[config.mk]
export PLATFORM = sky130hd
export DESIGN_NAME = election_controller_param
export DESIGN_NICKNAME = d
export VERILOG_FILES = /design/src/rtl/election_pkg.sv /design/src/rtl/tally_scanner.sv /design/src/rtl/election_controller_param.sv
export SDC_FILE = /design/constraint.sdc
export NUM_CORES = 1
export LEC_CHECK = 0
export CORE_MARGIN = 5
export CORE_UTILIZATION = 29
export DETAILED_ROUTE_END_ITERATION = 10
export PLACE_DENSITY = 0.52
export SYNTH_ARGS = -nofsm -noshare
export SYNTH_HDL_FRONTEND = slang
export SYNTH_HIERARCHICAL = 1
export SYNTH_SLANG_ARGS = --single-unit
[constraint.sdc]
create_clock -name CLK -period 2.7 [get_ports CLK]
set_clock_uncertainty 0.15 [all_clocks]
set_input_delay 0.27 -clock CLK [delete_from_list [all_inputs] [get_ports CLK]]
set_output_delay 0.27 -clock CLK [all_outputs]
set_load 0.02 [all_outputs]
[src/rtl/election_pkg.sv]
// Shared definitions for the parametrised election controller.
// - Phase encoding used on the phase output and for request decoding.
// - Request mode constants.
// - Packed status-flag bundle (one-cycle pulses).
// - Ceiling-log2 helper for deriving port widths from parameters.
package election_pkg;

  localparam logic [1:0] PH_REG   = 2'd0;
  localparam logic [1:0] PH_VOTE  = 2'd1;
  localparam logic [1:0] PH_TALLY = 2'd2;
  localparam logic [1:0] PH_DONE  = 2'd3;

  localparam logic MODE_REG  = 1'b0;
  localparam logic MODE_VOTE = 1'b1;

  typedef struct packed {
    logic already_registered;
    logic already_voted;
    logic not_registered;
    logic voting_not_started;
    logic registration_ended;
    logic voting_ended;
    logic invalid_candidate;
  } flags_t;

  // Ceiling log2; calc_clog2(1) = 0.
  function automatic int calc_clog2(input int value);
    int result;
    int v;
    result = 0;
    v      = value - 1;
    while (v > 0) begin
      result++;
      v = v >> 1;
    end
    return result;
  endfunction

endpackage

[src/rtl/tally_scanner.sv]
// Sequential max/tie scanner over the per-candidate vote counters.
// Ports:
//   clk, rst_n  - clock, asynchronous active-low reset
//   start       - one-cycle pulse that begins a scan
//   cnt_flat    - counters packed as {cnt[N-1], ..., cnt[0]}, CW bits each
//   done        - one-cycle pulse, winner/max_cnt/tie valid from then on
//   winner      - lowest index holding the maximum count
//   max_cnt     - maximum count
//   tie         - more than one candidate holds the maximum, or all zero
//
// Handshake: start is a one-cycle request that is always accepted when the
// scanner is idle (it is ignored while a scan is running); done is a one-cycle
// response that follows exactly NUM_CANDIDATES cycles after start is sampled,
// and the result outputs hold until the next start.
module tally_scanner #(
  parameter int NUM_CANDIDATES = 4,
  parameter int CW             = 7,
  parameter int CB             = 2
) (
  input  logic                         clk,
  input  logic                         rst_n,
  input  logic                         start,
  input  logic [NUM_CANDIDATES*CW-1:0] cnt_flat,
  output logic                         done,
  output logic [CB-1:0]                winner,
  output logic [CW-1:0]                max_cnt,
  output logic                         tie
);

  logic          busy_q, busy_d;
  logic          done_q, done_d;
  logic          tie_q, tie_d;
  logic [CB-1:0] idx_q, idx_d;
  logic [CB-1:0] win_q, win_d;
  logic [CW-1:0] max_q, max_d;

  logic [CB-1:0] sel_idx;
  logic [CW-1:0] cur_cnt;
  logic          last_idx;

  // The start cycle already evaluates index 0, so the scan is N cycles long.
  assign sel_idx  = busy_q ? idx_q : '0;
  assign last_idx = (32'(sel_idx) == NUM_CANDIDATES - 1);

  always_comb begin
    cur_cnt = '0;
    for (int i = 0; i < NUM_CANDIDATES; i++) begin
      if (32'(sel_idx) == i) cur_cnt = cnt_flat[i*CW +: CW];
    end
  end

  always_comb begin
    busy_d = busy_q;
    done_d = 1'b0;
    tie_d  = tie_q;
    idx_d  = idx_q;
    win_d  = win_q;
    max_d  = max_q;
    if (start && !busy_q) begin
      // Index 0 against an empty maximum always becomes the running winner.
      max_d  = cur_cnt;
      win_d  = '0;
      tie_d  = 1'b0;
      idx_d  = CB'(1);
      busy_d = 1'b1;
    end else if (busy_q) begin
      if (cur_cnt > max_q) begin
        max_d = cur_cnt;
        win_d = idx_q;
        tie_d = 1'b0;
      end else if ((cur_cnt == max_q) && (max_q != '0)) begin
        tie_d = 1'b1;
      end
      if (last_idx) begin
        busy_d = 1'b0;
        done_d = 1'b1;
      end else begin
        idx_d = idx_q + 1'b1;
      end
    end
  end

  always_ff @(posedge clk or negedge rst_n) begin
    if (!rst_n) begin
      busy_q <= 1'b0;
      done_q <= 1'b0;
      tie_q  <= 1'b0;
      idx_q  <= '0;
      win_q  <= '0;
      max_q  <= '0;
    end else begin
      busy_q <= busy_d;
      done_q <= done_d;
      tie_q  <= tie_d;
      idx_q  <= idx_d;
      win_q  <= win_d;
      max_q  <= max_d;
    end
  end

  assign done    = done_q;
  assign winner  = win_q;
  assign max_cnt = max_q;
  // An all-zero election has every candidate at the maximum.
  assign tie     = tie_q || (max_q == '0);

endmodule

[src/rtl/election_controller_param.sv]
// Parametrised ballot controller: clock-counted registration and voting
// phases followed by a sequential tally that publishes the winner.
// Ports:
//   CLK, RST_N                 - clock, asynchronous active-low reset
//   req_valid, mode, userID,   - request (mode 0 register, 1 vote); userID is
//   candidate                    {box, voter}
//   ballotBoxId                - box field of the last accepted request
//   numberOfRegisteredVoters   - total registrations
//   numberOfVotesWinner,       - tally result, valid while ResultValid = 1
//   WinnerId, Tie
//   ResultValid                - tally complete, held until reset
//   phase                      - current phase (debug view of the phase FSM)
//   AlreadyRegistered ... InvalidCandidate - one-cycle status pulses
module election_controller_param
  import election_pkg::*;
#(
  parameter int NUM_BOXES      = 4,
  parameter int VOTERS_PER_BOX = 16,
  parameter int NUM_CANDIDATES = 4,
  parameter int REG_CYCLES     = 100,
  parameter int VOTE_CYCLES    = 100,
  localparam int BB         = calc_clog2(NUM_BOXES),
  localparam int VB         = calc_clog2(VOTERS_PER_BOX),
  localparam int UW         = BB + VB,
  localparam int CB         = (calc_clog2(NUM_CANDIDATES) < 1) ? 1 : calc_clog2(NUM_CANDIDATES),
  localparam int NUM_VOTERS = NUM_BOXES * VOTERS_PER_BOX,
  localparam int CW         = calc_clog2(NUM_VOTERS + 1)
) (
  input  logic          CLK,
  input  logic          RST_N,
  input  logic          req_valid,
  input  logic          mode,
  input  logic [UW-1:0] userID,
  input  logic [CB-1:0] candidate,
  output logic [BB-1:0] ballotBoxId,
  output logic [CW-1:0] numberOfRegisteredVoters,
  output logic [CW-1:0] numberOfVotesWinner,
  output logic [CB-1:0] WinnerId,
  output logic          Tie,
  output logic          ResultValid,
  output logic [1:0]    phase,
  output logic          AlreadyRegistered,
  output logic          AlreadyVoted,
  output logic          NotRegistered,
  output logic          VotingHasNotStarted,
  output logic          RegistrationHasEnded,
  output logic          VotingHasEnded,
  output logic          InvalidCandidate
);

  localparam int TOTAL_CYCLES = REG_CYCLES + VOTE_CYCLES;
  localparam int YW           = calc_clog2(TOTAL_CYCLES + 1);
  localparam logic [YW-1:0] REG_END = YW'(REG_CYCLES);
  localparam logic [YW-1:0] TOT_END = YW'(TOTAL_CYCLES);

  logic [YW-1:0]         cyc_q, cyc_d;
  logic [NUM_VOTERS-1:0] reg_bm_q, reg_bm_d;
  logic [NUM_VOTERS-1:0] voted_bm_q, voted_bm_d;
  logic [CW-1:0]         cand_cnt_q [NUM_CANDIDATES];
  logic [CW-1:0]         cand_cnt_d [NUM_CANDIDATES];
  logic [CW-1:0]         nreg_q, nreg_d;
  logic [BB-1:0]         box_q, box_d;
  flags_t                flags_q, flags_d;
  logic                  tally_started_q, tally_started_d;
  logic                  res_valid_q, res_valid_d;
  logic [CB-1:0]         winner_q, winner_d;
  logic [CW-1:0]         win_cnt_q, win_cnt_d;
  logic                  tie_q, tie_d;
  logic [1:0]            phase_q, phase_d;

  logic [1:0]                   req_phase;
  logic                         cand_ok;
  logic                         tally_start;
  logic [NUM_CANDIDATES*CW-1:0] cnt_flat;
  logic                         scan_done;
  logic [CB-1:0]                scan_winner;
  logic [CW-1:0]                scan_max;
  logic                         scan_tie;

  for (genvar g = 0; g < NUM_CANDIDATES; g++) begin : g_flat
    assign cnt_flat[g*CW +: CW] = cand_cnt_q[g];
  end

  // Requests are classified by the counter value before this edge's increment.
  assign req_phase = (cyc_q < REG_END) ? PH_REG :
                     (cyc_q < TOT_END) ? PH_VOTE : PH_TALLY;
  assign cand_ok   = (32'(candidate) < NUM_CANDIDATES);

  always_comb begin
    flags_d    = '0;
    reg_bm_d   = reg_bm_q;
    voted_bm_d = voted_bm_q;
    cand_cnt_d = cand_cnt_q;
    nreg_d     = nreg_q;
    box_d      = box_q;
    if (req_valid) begin
      case (req_phase)
        PH_REG: begin
          box_d = userID[UW-1:VB];
          if (mode == MODE_VOTE) begin
            flags_d.voting_not_started = 1'b1;
          end else if (reg_bm_q[userID]) begin
            flags_d.already_registered = 1'b1;
          end else begin
            reg_bm_d[userID] = 1'b1;
            nreg_d           = nreg_q + 1'b1;
          end
        end
        PH_VOTE: begin
          box_d = userID[UW-1:VB];
          if (mode == MODE_REG) begin
            flags_d.registration_ended = 1'b1;
          end else if (!reg_bm_q[userID]) begin
            flags_d.not_registered = 1'b1;
          end else if (voted_bm_q[userID]) begin
            flags_d.already_voted = 1'b1;
          end else if (!cand_ok) begin
            // Rejected ballot leaves the voter free to vote again.
            flags_d.invalid_candidate = 1'b1;
          end else begin
            voted_bm_d[userID] = 1'b1;
            for (int i = 0; i < NUM_CANDIDATES; i++) begin
              if ((32'(candidate) == i) && (cand_cnt_q[i] != '1)) begin
                cand_cnt_d[i] = cand_cnt_q[i] + 1'b1;
              end
            end
          end
        end
        default: flags_d.voting_ended = 1'b1;
      endcase
    end
  end

  // Cycle counter, tally launch, result capture and phase tracking.
  assign tally_start = (cyc_q == TOT_END) && !tally_started_q;

  always_comb begin
    cyc_d           = (cyc_q == TOT_END) ? cyc_q : cyc_q + 1'b1;
    tally_started_d = tally_started_q | tally_start;
    res_valid_d     = res_valid_q;
    winner_d        = winner_q;
    win_cnt_d       = win_cnt_q;
    tie_d           = tie_q;
    if (scan_done && !res_valid_q) begin
      res_valid_d = 1'b1;
      winner_d    = scan_winner;
      win_cnt_d   = scan_max;
      tie_d       = scan_tie;
    end
    if (cyc_d < REG_END)      phase_d = PH_REG;
    else if (cyc_d < TOT_END) phase_d = PH_VOTE;
    else if (res_valid_d)     phase_d = PH_DONE;
    else                      phase_d = PH_TALLY;
  end

  tally_scanner #(
    .NUM_CANDIDATES(NUM_CANDIDATES),
    .CW            (CW),
    .CB            (CB)
  ) u_scanner (
    .clk     (CLK),
    .rst_n   (RST_N),
    .start   (tally_start),
    .cnt_flat(cnt_flat),
    .done    (scan_done),
    .winner  (scan_winner),
    .max_cnt (scan_max),
    .tie     (scan_tie)
  );

  always_ff @(posedge CLK or negedge RST_N) begin
    if (!RST_N) begin
      cyc_q           <= '0;
      reg_bm_q        <= '0;
      voted_bm_q      <= '0;
      for (int i = 0; i < NUM_CANDIDATES; i++) cand_cnt_q[i] <= '0;
      nreg_q          <= '0;
      box_q           <= '0;
      flags_q         <= '0;
      tally_started_q <= 1'b0;
      res_valid_q     <= 1'b0;
      winner_q        <= '0;
      win_cnt_q       <= '0;
      tie_q           <= 1'b0;
      phase_q         <= PH_REG;
    end else begin
      cyc_q           <= cyc_d;
      reg_bm_q        <= reg_bm_d;
      voted_bm_q      <= voted_bm_d;
      cand_cnt_q      <= cand_cnt_d;
      nreg_q          <= nreg_d;
      box_q           <= box_d;
      flags_q         <= flags_d;
      tally_started_q <= tally_started_d;
      res_valid_q     <= res_valid_d;
      winner_q        <= winner_d;
      win_cnt_q       <= win_cnt_d;
      tie_q           <= tie_d;
      phase_q         <= phase_d;
    end
  end

  assign ballotBoxId              = box_q;
  assign numberOfRegisteredVoters = nreg_q;
  assign numberOfVotesWinner      = win_cnt_q;
  assign WinnerId                 = winner_q;
  assign Tie                      = tie_q;
  assign ResultValid              = res_valid_q;
  assign phase                    = phase_q;
  assign AlreadyRegistered        = flags_q.already_registered;
  assign AlreadyVoted             = flags_q.already_voted;
  assign NotRegistered            = flags_q.not_registered;
  assign VotingHasNotStarted      = flags_q.voting_not_started;
  assign RegistrationHasEnded     = flags_q.registration_ended;
  assign VotingHasEnded           = flags_q.voting_ended;
  assign InvalidCandidate         = flags_q.invalid_candidate;

endmodule

Yosys cells after proc, flatten, opt, wreduce, memory -nomap -nowiden
Index checks and enable logic that the tools add are counted.
- multiplexer cells: 51
- bitwise operators: 6
- add/subtract/negate cells: 7
- eq/ne operators: 14
- reductions and logical operators: 32
- magnitude comparators: 7
- operator list (operator ; number):
    $or 64x64->64 ; 2
    $mux 7 ; 8
    $add 7x1->7 const B ; 5
    $ne 7x7->1 const B ; 4
    $mux 1 ; 26
    $mux 2 ; 13
    $reduce_and 6->1 ; 4
    $lt 8x7->1 const B ; 2
    $lt 8x8->1 const B ; 2
    $bmux 1 s6 ; 2
    $logic_and 1x1->1 ; 9
    $add 8x1->8 const B ; 1
    $eq 2x2->1 const B ; 4
    $eq 8x8->1 const B ; 1
    $mux 8 ; 1
    $reduce_and 2->1 ; 4
    $eq 7x7->1 ; 1
    $gt 7x7->1 ; 1
    $logic_not 7->1 ; 1
    $lt 6x7->1 const B ; 1
    $reduce_bool 7->1 ; 1
    $demux 1 s6 ; 1
    $eq 2x1->1 const B ; 3
    $ge 6x1->1 const B ; 1
    other kinds (12) ; 19
- bits of input ports: 12
- logic and storage cells: 145
- flip-flop bits (word level): 208
- output and inout bits: 29

Depth between registers and ports, before layout
Gate-level depths: netlist of the first run.
- depth after elaboration: 12
- gate-level depth with buffers: 13
- depth with buffers taken out: 8

Cells and area by module
The synthesis of the first run kept the hierarchy.
- modules (own cells, without submodules) (module ; seq. area each (um^2) ; area an instance (um^2) ; times used ; cells an instance):
    election_controller_param ; 4829.6 ; 8403.1 ; 1 ; 687
    tally_scanner ; 350.3 ; 1022.2 ; 1 ; 106

Least setup slack after synthesis of the first run
No wires, ideal clock.
- path kind: input -> register
- start point: in userID[2]
- end point: reg cand_cnt_q[1] (netlist name)
- required time: 2.425 ns
- path buffers: 4
- arrival time: 2.558 ns
- setup slack: -0.133 ns
- library setup time: 0.125 ns
- cell stages on the path: 12
- path through: buf_4 > buf_4 > buf_2 > mux2i_1 > o22ai_1 > a311oi_1 > o2bb2ai_1 > nor4_1 > and3_1 > buf_6 > and3_4 > mux2_4
- word-level cells in the longest chain between the ends: 4
- elaborated cells between the ends (all ways): 6
- classes of those cells: 4 x mux; 1 x bitwise; 1 x reduce/logical
- RTL lines (what ; RTL line ; source):
    start, declared ; election_controller_param.sv:33 ; input logic [UW-1:0] userID,
    $bmux 1 s6 ; election_controller_param.sv:115 ; end else if (voted_bm_q[userID]) begin
    $mux 1 (not written as such) ; election_controller_param.sv:115 ;
    $not 1->1 (no source line) ; -- ;
    $reduce_and 6->1 (no source line) * ; -- ;
    end signal, assigned ; election_controller_param.sv:190 ; cand_cnt_q <= cand_cnt_d;
    end, declared ; election_controller_param.sv:59 ; logic [CW-1:0] cand_cnt_q [NUM_CANDIDATES];
Mark *: on every way between the ends. The rest lies on a longest branch, timed or not. The select of a mux whose other input is x is not followed.
A chain may end at the register's enable or synchronous reset.

Worst setup path after layout of the first run
- start point: reg u_scanner.idx_q[0]
- end point: reg u_scanner.max_q[6] (netlist: u_scanner/max_cnt[6])
- word-level cells in the longest chain between the ends: 9
- elaborated cells between the ends (all ways): 15
- classes of those cells: 1 x order compare; 3 x eq/ne; 8 x mux; 3 x reduce/logical
- RTL lines (what ; RTL line ; source):
    start, declared ; tally_scanner.sv:33 ; logic [CB-1:0] idx_q, idx_d;
    start signal, assigned ; tally_scanner.sv:95 ; idx_q <= idx_d;
    $mux 2 * ; tally_scanner.sv:42 ; assign sel_idx = busy_q ? idx_q : '0;
    $logic_not 2->1 ; tally_scanner.sv:48 ; if (32'(sel_idx) == i) cur_cnt = cnt_flat[i*CW +: CW];
    $mux 7 (3 in series) ; tally_scanner.sv:48 ;
    $mux 7 * ; tally_scanner.sv:48 ;
    via u_scanner.cur_cnt[5] ; tally_scanner.sv:38 ; logic [CW-1:0] cur_cnt;
    $gt 7x7->1 * ; tally_scanner.sv:67 ; if (cur_cnt > max_q) begin
    $reduce_bool 2->1 (no source line) * ; -- ;
    $reduce_and 2->1 (no source line) * ; -- ;
    end signal, assigned ; tally_scanner.sv:97 ; max_q <= max_d;
    end, declared ; tally_scanner.sv:35 ; logic [CW-1:0] max_q, max_d;
Mark *: on every way through the listed nets, which the timed path passes. The rest lies on a longest branch. The select of a mux whose other input is x is not followed.

==> flow_summary.rst, run 1 <==
.. list-table::
   :header-rows: 1

   * - Metric
     - Value
   * - Count of unique library cells instantiated by Yosys
     - 69
   * - Number of slew-limit violations in the final report
     - 0
   * - Commonest cells in the netlist
     - dfrtp_1 (207), o21bai_1 (128), nand2_1 (35), mux2i_1 (31), xnor2_1 (25)
   * - Layout net count
     - a little under 1k
   * - Total routing resource utilization after global routing
     - a little over an eighth
   * - Met2 capacity usage during global routing
     - a little over a fifth
   * - Worst-Margin Slew
     - 605 ps
   * - Highest-delay cell along the critical path
     - a311o_2
   * - Worst path setup slack after routing
     - -56.5 ps
   * - Worst slew margin relative to its limit
     - about three fifths
   * - Cell type contributing the most total cell area after synthesis
     - dfrtp_1
   * - Area fraction of the dominant cell type after synthesis
     - between 50% and 60%
   * - Ratio of cells with drive above 1 in the final layout
     - around 29%
   * - Overall routed net length
     - 24.2 mm
   * - Post-synthesis sequential area ratio
     - 55.0%
   * - Main synth FF type
     - dfrtp_1
   * - Pin count of the biggest net entering global routing
     - 63
   * - Cells traversed along the worst timing path
     - buf_6 -> mux2_4 -> o22ai_2 -> a21oi_2 -> ha_1 -> nand4_2 -> a21o_1 -> a311o_2 -> mux2_4
   * - Clk root buf
     - clkbuf_16
   * - Reported max-cap violation count
     - 0
   * - Total congestion overflow after global routing
     - 0
   * - Core region area
     - around 32,000 sq um
   * - Global routing met3 resource utilization
     - slightly above 2%
   * - Required time of the critical path
     - 2940 ps
   * - Number of design rule violations left after detail routing
     - 0
   * - Count of boundary I/O pins
     - 41
   * - Number of clock sinks seen by CTS
     - about 210
   * - Crit path largest cell delay
     - 500 ps
   * - CTS max path bufs
     - 3
   * - Total via count in the routed design
     - around 7k
   * - Outcome
     - finished with violations
   * - Endpoints failing setup
     - 7
   * - Vias in the first global route
     - 7,172
   * - Synth warnings
     - 6
   * - Kind of capture point of the worst setup path
     - flop
   * - Number of antenna violations at the first check in global routing
     - 0
   * - Clock slew seen by the registers of the worst setup and hold paths
     - roughly 60 ps
   * - Global-route wire length before repair
     - between 30 and 40 mm
   * - Initial core utilization
     - between 20% and 30%
   * - Clk_lat worst skew
     - between 500 and 600 ps
   * - Failing checks
     - negative setup slack
   * - DP Wirelength
     - 16.1 mm
   * - Max Fanout on Critical Path
     - 8
   * - Power per standard cell area
     - slightly below 600 nW/um^2
   * - Post-synthesis cell area
     - ~9400 sq um
   * - Antenna cells
     - 0
   * - Final Hold Viols
     - 0
   * - Relative area change from synthesis to final layout
     - 32.0%
   * - H-tree depth
     - 1
   * - Met1 Use GR
     - between 10% and 20%
   * - Maximum vdd drop
     - roughly 450 uV
   * - Min-Delay Path Class
     - primary input to async pin
   * - Cell count after synthesis
     - roughly 790
   * - Post-Synthesis Net Count
     - ~820
   * - Kind of launch point of the worst setup path
     - flop
   * - Setup repair after global routing missed its margin
     - yes
   * - Chip Width
     - between 150 and 200 microns
   * - Detailed-router iteration count before antenna repair
     - 4
   * - Placement Rows
     - 66
   * - Leakage power figure
     - 5.66 nW
   * - Avg Synthesized Cell Area
     - about 12 sq um
   * - Post-route minimum period
     - between 2000 and 3000 ps
   * - Seq cells post-synth
     - about 210
   * - EDFF count, synth
     - 0
   * - Share of synthesized flip-flops with an asynchronous set or reset
     - 100%
   * - Most common cell in the synthesized netlist
     - dfrtp_1
   * - Routed Antenna Nets
     - 0
   * - Ratio of routed vias to standard cells
     - 4.87
   * - Placer's final routability congestion estimate
     - roughly 0.8
   * - Peak-usage layer in the global routing report
     - met2
   * - Reg2reg path depth
     - 9
   * - Crit path arrival time
     - roughly 3000 ps
   * - First-iteration detailed-routing DRC count
     - 404
   * - Peak clock frequency supported by timing
     - between 300 and 400 MHz
   * - Die footprint
     - approximately 36,000 sq um
   * - CP Class
     - flop to flop
   * - Total design power
     - around 7.3 mW
   * - Clock buffers created by TritonCTS
     - 23
   * - Share of the clock period used by the worst path
     - 102%
   * - Number of buffers added on ports
     - 39
   * - Final sum of negative setup slack
     - -347 ps
   * - Dominant cells by area after synthesis
     - dfrtp_1 (55%), o21bai_1 (10%), mux2i_1 (3.3%), mux2_2 (2.7%), xnor2_1 (2.3%)
   * - Cell repeated most along the worst path
     - mux2_4
   * - Die height
     - around 190 microns
   * - DR WL/cell
     - approximately 17 microns
   * - CTS tree
     - yes
worst max-delay path, delay by kind of cell, from the launching register on:
family / cells / cell delay [ps]
compound gates: 4 / 860
fa+ha+maj: 1 / 330
buf+inv: 1 / 160
flops: 1 / 390
mux: 2 / 630
simple gates: 1 / 120
where the power goes:
part / switching (mW) / total (mW) / internal, mW
sequential: 0.119 / 3.39 / 3.27
combinational: 0.399 / 0.774 / 0.375
clock: 1.27 / 3.19 / 1.91
metal layers:
| layer | share of wire, % | routed length (microns) | vias to the layer above |
|---|---|---|---|
| met1 | 48 | 11700 | 3474 |
| met5 | 0 | 0 | - |
| met4 | 2.7 | 653 | 0 |
| met2 | 46 | 11100 | 104 |
| li1 | - | - | 3226 |
| met3 | 3.3 | 809 | 40 |
repair_timing:
action | CTS | global route
setup endpoints to repair | 169 | 123
hold buffers | 1 | 0
endpoints found under the hold margin | 56 | 0
gates cloned | 2 | 0
buffers inserted | 8 | 6
pin swaps | 13 | 33
resized for setup | 52 | 29
layout by cell type, fill, tap and decap left out, types with 5 or more instances in the layout:
cell / synthesis / final
a21o_1: 6 / 6
a21oi_1: 17 / 10
a21oi_2: 0 / 7
a221oi_1: 21 / 11
a221oi_2: 0 / 9
and3_1: 15 / 14
buf_12: 0 / 11
buf_4: 6 / 112
buf_6: 6 / 7
clkbuf_16: 0 / 23
clkbuf_8: 0 / 7
clkdlybuf4s50_1: 0 / 35
dfrtp_1: 207 / 207
ha_1: 14 / 13
inv_1: 20 / 20
mux2_2: 23 / 16
mux2_4: 9 / 17
mux2i_1: 31 / 31
nand2_1: 35 / 25
nand2_2: 6 / 12
nand3_1: 21 / 20
nand4_1: 15 / 15
nor2_1: 19 / 18
nor3_1: 5 / 5
nor3b_1: 5 / 5
o21ai_0: 8 / 7
o21ai_1: 5 / 6
o21bai_1: 128 / 128
o22a_1: 8 / 8
o22ai_1: 20 / 7
o22ai_2: 0 / 12
xnor2_1: 25 / 25
xor2_1: 8 / 8
stage by stage:
stage	hold slack, ps	instances	cell area, sq um	setup WS (ps)	util, %
floorplan	-176	793	9480	-1.96	-
global placement	149	1349	11200	-807	34.7
detailed placement	153	1349	11200	-770	34.7
CTS	161	1399	12300	-23.4	38.0
global route	189	1404	12400	-146	38.5
finish	158	1404	12400	-56.5	38.5
path summary, 6_finish.rpt:
path	startpoint	endpoint	slack (ps)
max	u_scanner/idx_q[0]	u_scanner/max_cnt[6]	-60
max in group asynchronous	RST_N	voted_bm_q[46]	1520
min reg2reg	tally_started_q	tally_started_q	320
max reg2reg	u_scanner/idx_q[0]	u_scanner/max_cnt[6]	-60
min in group CLK	req_valid	VotingHasEnded	230
min	RST_N	NotRegistered	160
cell type report:
cell class                 count  area, sq um
clock buffer                  31          666
clock inverter                 8          100
fill                        3107        19900
inverter                      22         82.6
multi-input combinational    524         4300
sequential                   207         5180
tap                          442          553
timing repair buffer         170         1560
registers in the layout (all words and copies together), names as in the netlist, 2 cells and up:
signal and count:
WinnerId 2, ballotBoxId 2, cand_cnt_q 28, cyc_q 8, numberOfRegisteredVoters 7, numberOfVotesWinner 7, phase 2, reg_bm_q 64
u_scanner/idx_q 2, u_scanner/max_cnt 7, u_scanner/winner 2, voted_bm_q 64
logic make-up (layout without fill, tap and decap cells):
group | Yosys count | count (layout) | share of synthesized area [%]
AOI/OAI and AO/OA | 247 | 247 | 19.3
xor gates and xnor gates | 33 | 33 | 3.07
adders and majority gates | 14 | 14 | 1.86
buffers and inverters | 63 | 231 | 3.36
DFF | 207 | 207 | 55.0
muxes | 66 | 66 | 7.83
other | 1 | 1 | 0.0398
and+or+nand+nor | 162 | 163 | 9.58
Power figures use the tool's default switching activity.
==> run 2, diff against run 1 <==
--- a/config.mk
+++ b/config.mk
@@ -5,7 +5,8 @@
 export SDC_FILE = /design/constraint.sdc
 export NUM_CORES = 1
 export LEC_CHECK = 0
-export CORE_MARGIN = 5
+export ABC_CLOCK_PERIOD_IN_PS = 2700
+export CORE_MARGIN = 10
 export CORE_UTILIZATION = 29
 export DETAILED_ROUTE_END_ITERATION = 10
 export PLACE_DENSITY = 0.52
==> run 2 against run 1 <==
The run still ends with negative setup slack left; combinational power grew 4.9%; clock power is 7.5% higher; sequential share of layout area fell by 0.59 points; worst hold slack improved by 45 ps; final cell count up 0.71%; core utilization up 1.2 points; count of clock-buffer cells in the layout fell by 2; critical path depth stayed put; die area up 11%; largest power group is now the clock network; highest routed layer unchanged.
==> flow_summary.rst, run 2 (synthesis gave the netlist of run 1 again) <==
.. list-table::
   :header-rows: 1

   * - Metric
     - Value
   * - Antenna cells
     - 0 (unchanged)
   * - Pin count of the biggest net entering global routing
     - 88 (+40%)
   * - Critical register-to-register path endpoint
     - u_scanner/max_cnt[6]
   * - Ratio of routed vias to standard cells
     - 4.87 (-0.18%)
   * - Combinational share of power
     - 10.6% (about the same)
   * - Overall routed net length
     - 25.3 mm (+4.4%)
   * - Die footprint
     - 40,100 sq um (+11%)
   * - Leakage power figure
     - 5.82 nW (+2.7%)
   * - Worst path setup slack after routing
     - -59.9 ps (-3.40 ps)
   * - Kind of launch point of the worst setup path
     - flop
   * - DR WL/cell
     - 17.9 microns (+3.6%)
   * - Clk root buf
     - clkbuf_16
   * - Kind of capture point of the worst setup path
     - flop
   * - Number of buffers added on ports
     - 39 (unchanged)
   * - Relative area change from synthesis to final layout
     - 33.9%
   * - Reported max-cap violation count
     - 0 (unchanged)
   * - Registers with the highest flip-flop counts
     - reg_bm_q (64), voted_bm_q (64), cand_cnt_q (28)
   * - Switch share
     - 24.1% (-0.30 points)
   * - Post-route minimum period
     - 2760 ps (+3.40 ps)
   * - Peak clock frequency supported by timing
     - 362 MHz (-0.12%)
   * - Number of slew-limit violations in the final report
     - 0 (unchanged)
   * - Placer's final routability congestion estimate
     - 0.821 (+3.9%)
   * - Part of the total power dissipated in the clock network
     - 45.0% (+1.6 points)
   * - Setup slack of the worst register-to-register path
     - -60 ps (about the same)
   * - Maximum vdd drop
     - 409 uV (-8.4%)
   * - Core region area
     - 31,800 sq um (-1.5%)
   * - Endpoints failing setup
     - 7 (unchanged)
   * - Worst slack at placement
     - -749 ps (+21.7 ps)
   * - Sw power
     - 1.84 mW (+2.7%)
   * - Number of antenna violations at the first check in global routing
     - 0 (unchanged)
   * - Clk_lat worst skew
     - 510 ps (about the same)
   * - Commonest non-fill, non-tap cell in the layout
     - dfrtp_1
   * - Ratio of cells with drive above 1 in the final layout
     - 30.4% (+1.3 points)
   * - Clock slew seen by the registers of the worst setup and hold paths
     - 60 ps (about the same)
   * - Source of the worst register-to-register timing path
     - u_scanner/idx_q[0]
   * - Placement Rows
     - 65 (-1.5%)
   * - Total via count in the routed design
     - 6,880 (+0.53%)
   * - Layout net count
     - 988 (+1.4%)
   * - Share of the clock period used by the worst path
     - 102% (+0.13 points)
   * - Worst slew margin relative to its limit
     - 51.3% (-8.0 points)
   * - Final standard cell utilization of the core
     - 39.7% (+1.2 points)
   * - CTS tree
     - yes
   * - Max Fanout on Critical Path
     - 7 (-1)
   * - H-tree depth
     - 1 (unchanged)
   * - Power per standard cell area
     - 605 nW/um^2 (+2.5%)
   * - Reg2reg path depth
     - 9 (unchanged)
   * - Total routing resource utilization after global routing
     - 12.4% (-1.0 points)
   * - Number of clock sinks seen by CTS
     - 207 (unchanged)
   * - Die height
     - 200 microns (+5.3%)
   * - CTS max path bufs
     - 3 (unchanged)
   * - Count of boundary I/O pins
     - 41 (unchanged)
   * - Detailed-router iteration count before antenna repair
     - 5 (+1)
   * - Routed Antenna Nets
     - 0 (unchanged)
   * - Setup repair after global routing missed its margin
     - yes
   * - Chip Width
     - 200 microns (+5.3%)
   * - Final Hold Viols
     - 0 (unchanged)
   * - Required time of the critical path
     - 2950 ps (about the same)
   * - Internal power contribution
     - 5.80 mW (+4.4%)
   * - Crit path arrival time
     - 3010 ps (about the same)
   * - Vias in the first global route
     - 7,206 (+0.47%)
   * - Worst-Margin Slew
     - 725 ps (+120 ps)
   * - Initial core utilization
     - 29.6% (+0.45 points)
   * - Part of the power in registers
     - 44.4% (-1.7 points)
   * - CP Class
     - flop to flop
   * - Clock buffers created by TritonCTS
     - 24 (+4.3%)
   * - Total congestion overflow after global routing
     - 0 (unchanged)
   * - Global-route wire length before repair
     - 41.2 mm (+3.9%)
   * - Number of design rule violations left after detail routing
     - 0 (unchanged)
   * - First-iteration detailed-routing DRC count
     - 409 (+1.2%)
   * - Outcome
     - finished with violations
   * - Min-Delay Path Class
     - primary input to async pin
   * - DP Wirelength
     - 17.2 mm (+6.9%)
   * - Failing checks
     - negative setup slack
   * - Most used cells in the layout excluding fill and tap cells
     - dfrtp_1 (206), o21bai_1 (126), buf_4 (121), clkdlybuf4s50_1 (35), mux2i_1 (31)
==> run 2: how the worst max path moves through the flow <==
stage | start | endpoint | slack (ps) | depth (start not counted)
4_1_cts | u_scanner/idx_q[0] | u_scanner/max_cnt[6] | -40 | 9
2_1_floorplan | userID[0] | cand_cnt_q[1] | -2 | 11
3_3_place_gp | userID[1] | cand_cnt_q[1] | -800 | 12
5_1_grt | u_scanner/idx_q[0] | u_scanner/max_cnt[1] | -150 | 9
3_5_place_dp | userID[1] | voted_bm_q[31] | -750 | 12
6_report | u_scanner/idx_q[0] | u_scanner/max_cnt[6] | -60 | 9
==> run 2: per-layer routing <==
layer  share of wire [%]  GRT usage [%]  vias to the layer above  wire [microns]
li1                    -              -                     3261               -
met1                  47           16.6                     3474           11900
met2                  48           20.6                      108           12000
met3                 3.1           1.56                       37             781
met4                 2.2           3.30                        0             567
met5                   0              0                        -               0
==> run 2: through the flow <==
step | power (mW) | setup TNS (ps) | cell area, sq um | cells | hold WS, ps
floorplan | 3.79 | -1.96 | 9480 | 793 | -176
global placement | 4.18 | -104710 | 11200 | 1349 | 179
detailed placement | 4.19 | -102740 | 11200 | 1349 | 174
CTS | 7.70 | -223 | 12300 | 1410 | 210
global route | 7.97 | -1850 | 12600 | 1414 | 257
finish | 7.64 | -357 | 12600 | 1414 | 203
==> run 2: final cells by class <==
cell class	count	area [sq um]
flip-flops and latches	207	5180
multi-input cells	524	4320
inverters	22	82.6
fillers	3027	19200
repair buffers	183	1650
well taps	435	544
clock inverters	14	183
clock buffers	29	661
==> run 2: repair_timing <==
item / 4_1_cts / 5_1_grt
gates cloned: 4 / 1
hold buffers: 1 / 0
hold endpoints to repair: 81 / 0
pin swaps: 15 / 32
resized for setup: 44 / 50
setup buffers: 13 / 3
endpoints found under the setup margin: 125 / 162
==> run 2: power by group through the flow <==
stage               Combinational [mW]  Sequential, mW  Clock [mW]
floorplan                        0.331            3.46           0
global placement                 0.740            3.44           0
detailed placement               0.748            3.44           0
CTS                              0.782            3.39        3.53
global route                     0.888            3.42        3.66
finish                           0.812            3.39        3.43
==> run 2: critical path, stage by stage (launching register included) <==
cell and delay, ps:
dfrtp_2 410, buf_8 140, mux2_4 310, o22ai_2 120, a21oi_2 60, ha_1 320, nand4_2 110, a21o_1 190
a311o_2 500, mux2_4 320
==> run 3, diff against run 2 <==
--- a/config.mk
+++ b/config.mk
@@ -6,10 +6,13 @@
 export NUM_CORES = 1
 export LEC_CHECK = 0
 export ABC_CLOCK_PERIOD_IN_PS = 2700
+export CELL_PAD_IN_SITES_DETAIL_PLACEMENT = 1
+export CELL_PAD_IN_SITES_GLOBAL_PLACEMENT = 1
 export CORE_MARGIN = 10
 export CORE_UTILIZATION = 29
 export DETAILED_ROUTE_END_ITERATION = 10
-export PLACE_DENSITY = 0.52
+export PLACE_DENSITY = 0.59
+export SKIP_CTS_REPAIR_TIMING = 1
 export SYNTH_ARGS = -nofsm -noshare
 export SYNTH_HDL_FRONTEND = slang
 export SYNTH_HIERARCHICAL = 1
==> run 3 against run 2 <==
The flow still finishes with violations (negative setup slack); setup slack better by 18 ps; combinational power increased by 3.2%; global-route usage is 0.84 points higher; core utilization up 0.44 points.
==> flow_summary.rst, run 3 (synthesis gave the netlist of run 1 again) <==
.. list-table::
   :header-rows: 1

   * - Metric
     - Value
   * - Kind of launch point of the worst setup path
     - flop
   * - Ratio of cells with drive above 1 in the final layout
     - 31.9% (+1.5 points)
   * - CP Class
     - flop to flop
   * - Final Hold Viols
     - 0 (unchanged)
   * - Clk_lat worst skew
     - 550 ps (+40 ps)
   * - Design Area, Final
     - 12,800 sq um (+1.1%)
   * - Placer's final routability congestion estimate
     - 0.800 (-2.6%)
   * - Kind of capture point of the worst setup path
     - flop
   * - Failing checks
     - negative setup slack
   * - Pin count of the biggest net entering global routing
     - 64 (-27%)
   * - Die footprint
     - 40,100 sq um (unchanged)
   * - Layout net count
     - 1,003 (+1.5%)
   * - Worst slew margin relative to its limit
     - 57.0% (+5.7 points)
   * - Overall routed net length
     - 27.6 mm (+9.3%)
   * - Global-route wire length before repair
     - 44.0 mm (+6.6%)
   * - Power per standard cell area
     - 603 nW/um^2 (-0.35%)
   * - Maximum vdd drop
     - 416 uV (+1.5%)
   * - Clk root buf
     - clkbuf_16
   * - Worst slack at placement
     - -858 ps (-109 ps)
   * - Total congestion overflow after global routing
     - 0 (unchanged)
   * - Registers with the highest flip-flop counts
     - reg_bm_q (64), voted_bm_q (64), cand_cnt_q (28)
   * - Setup repair after global routing missed its margin
     - yes
   * - Number of clock sinks seen by CTS
     - 207 (unchanged)
   * - Detailed-router iteration count before antenna repair
     - 4 (-1)
   * - Chip Width
     - 200 microns (unchanged)
   * - Placement Rows
     - 65 (unchanged)
   * - Post-route minimum period
     - 2740 ps (-17.6 ps)
   * - H-tree depth
     - 1 (unchanged)
   * - Reg2reg path depth
     - 8 (-1)
   * - Clock buffers created by TritonCTS
     - 24 (unchanged)
   * - Ratio of routed vias to standard cells
     - 4.95 (+1.7%)
   * - Die height
     - 200 microns (unchanged)
   * - Routed Antenna Nets
     - 0 (unchanged)
   * - Peak clock frequency supported by timing
     - 365 MHz (+0.64%)
   * - Leakage power figure
     - 5.83 nW (+0.19%)
   * - Number of design rule violations left after detail routing
     - 0 (unchanged)
   * - Number of slew-limit violations in the final report
     - 0 (unchanged)
   * - Total via count in the routed design
     - 7,073 (+2.8%)
   * - Required time of the critical path
     - 2960 ps (about the same)
   * - Reported max-cap violation count
     - 0 (unchanged)
   * - CTS tree
     - yes
   * - Clock slew seen by the registers of the worst setup and hold paths
     - 60 ps (about the same)
   * - Share of the clock period used by the worst path
     - 102% (-0.65 points)
   * - Worst path setup slack after routing
     - -42.3 ps (+17.6 ps)
   * - Vias in the first global route
     - 7,602 (+5.5%)
   * - Number of antenna violations at the first check in global routing
     - 0 (unchanged)
   * - Total cell area at the placement stage
     - 11,200 sq um (+0.28%)
   * - Most used cells in the layout excluding fill and tap cells
     - dfrtp_1 (207), buf_4 (130), o21bai_1 (128), clkdlybuf4s50_1 (35), mux2i_1 (30)
   * - Commonest non-fill, non-tap cell in the layout
     - dfrtp_1
   * - CTS max path bufs
     - 3 (unchanged)
   * - Core region area
     - 31,800 sq um (unchanged)
   * - Endpoints failing setup
     - 10 (+3)
   * - Source of the worst register-to-register timing path
     - reg_bm_q[22]
   * - Critical path startpoint
     - reg_bm_q[22]
   * - Initial core utilization
     - 29.6% (unchanged)
   * - Max Fanout on Critical Path
     - 6 (-1)
   * - Crit path arrival time
     - 3000 ps (about the same)
   * - Outcome
     - finished with violations
   * - DR WL/cell
     - 19.3 microns (+8.1%)
   * - Total routing resource utilization after global routing
     - 13.2% (+0.84 points)
   * - Antenna cells
     - 0 (unchanged)
   * - Number of buffers added on ports
     - 39 (unchanged)
   * - Relative area change from synthesis to final layout
     - 35.4%
   * - Count of boundary I/O pins
     - 41 (unchanged)
   * - DP Wirelength
     - 18.4 mm (+6.5%)
   * - Min-Delay Path Class
     - primary input to async pin
   * - Worst-Margin Slew
     - 640 ps (-84.6 ps)
   * - First-iteration detailed-routing DRC count
     - 337 (-18%)
run 3: layout make-up:
type	count	area, sq um
clock buffer	34	698
sequential	207	5180
clock inverter	9	138
timing repair buffer	198	1800
inverter	22	82.6
tap	435	544
fill	3392	19000
multi-input combinational	524	4310
run 3: worst paths after layout:
path / end / slack [ps]
max reg2reg: cand_cnt_q[1] / -40
min in group CLK: voted_bm_q[45] / 140
min reg2reg: numberOfRegisteredVoters[6] / 320
max: cand_cnt_q[1] / -40
max in group asynchronous: reg_bm_q[37] / 1560
min: voted_bm_q[7] / 120
run 3: routing by layer:
layer	track usage [%]	vias up	wire (microns)
met1	18.3	3670	13000
li1	-	3280	-
met4	2.92	0	527
met2	21.3	88	13000
met3	1.97	35	1050
met5	0	-	0
run 3: critical path, stage by stage (launching register included):
cell and delay [ps]:
dfrtp_1 400, a221oi_2 310, o21ai_1 100, a22o_1 240, or4_4 580, and3_4 250
buf_6 130, and3_4 170, mux2_4 290
run 3: metrics by stage:
step                util, %  power (mW)  setup TNS [ps]  hold slack [ps]  instances
CTS                    37.9        7.71          -30350             -423       1393
global placement       35.3        4.19         -119790              156       1350
floorplan                 -        3.79           -1.96             -176        793
global route           40.1        7.99           -1630              155       1429
finish                 40.1        7.70            -284              123       1429
detailed placement     35.3        4.21         -117570              158       1350
run 3: power by group:
group	total [mW]	internal (mW)	leakage [nW]	switching, mW
clock network	3.46	2.09	0.409	1.37
logic	0.838	0.412	2.60	0.426
registers	3.40	3.27	2.82	0.133
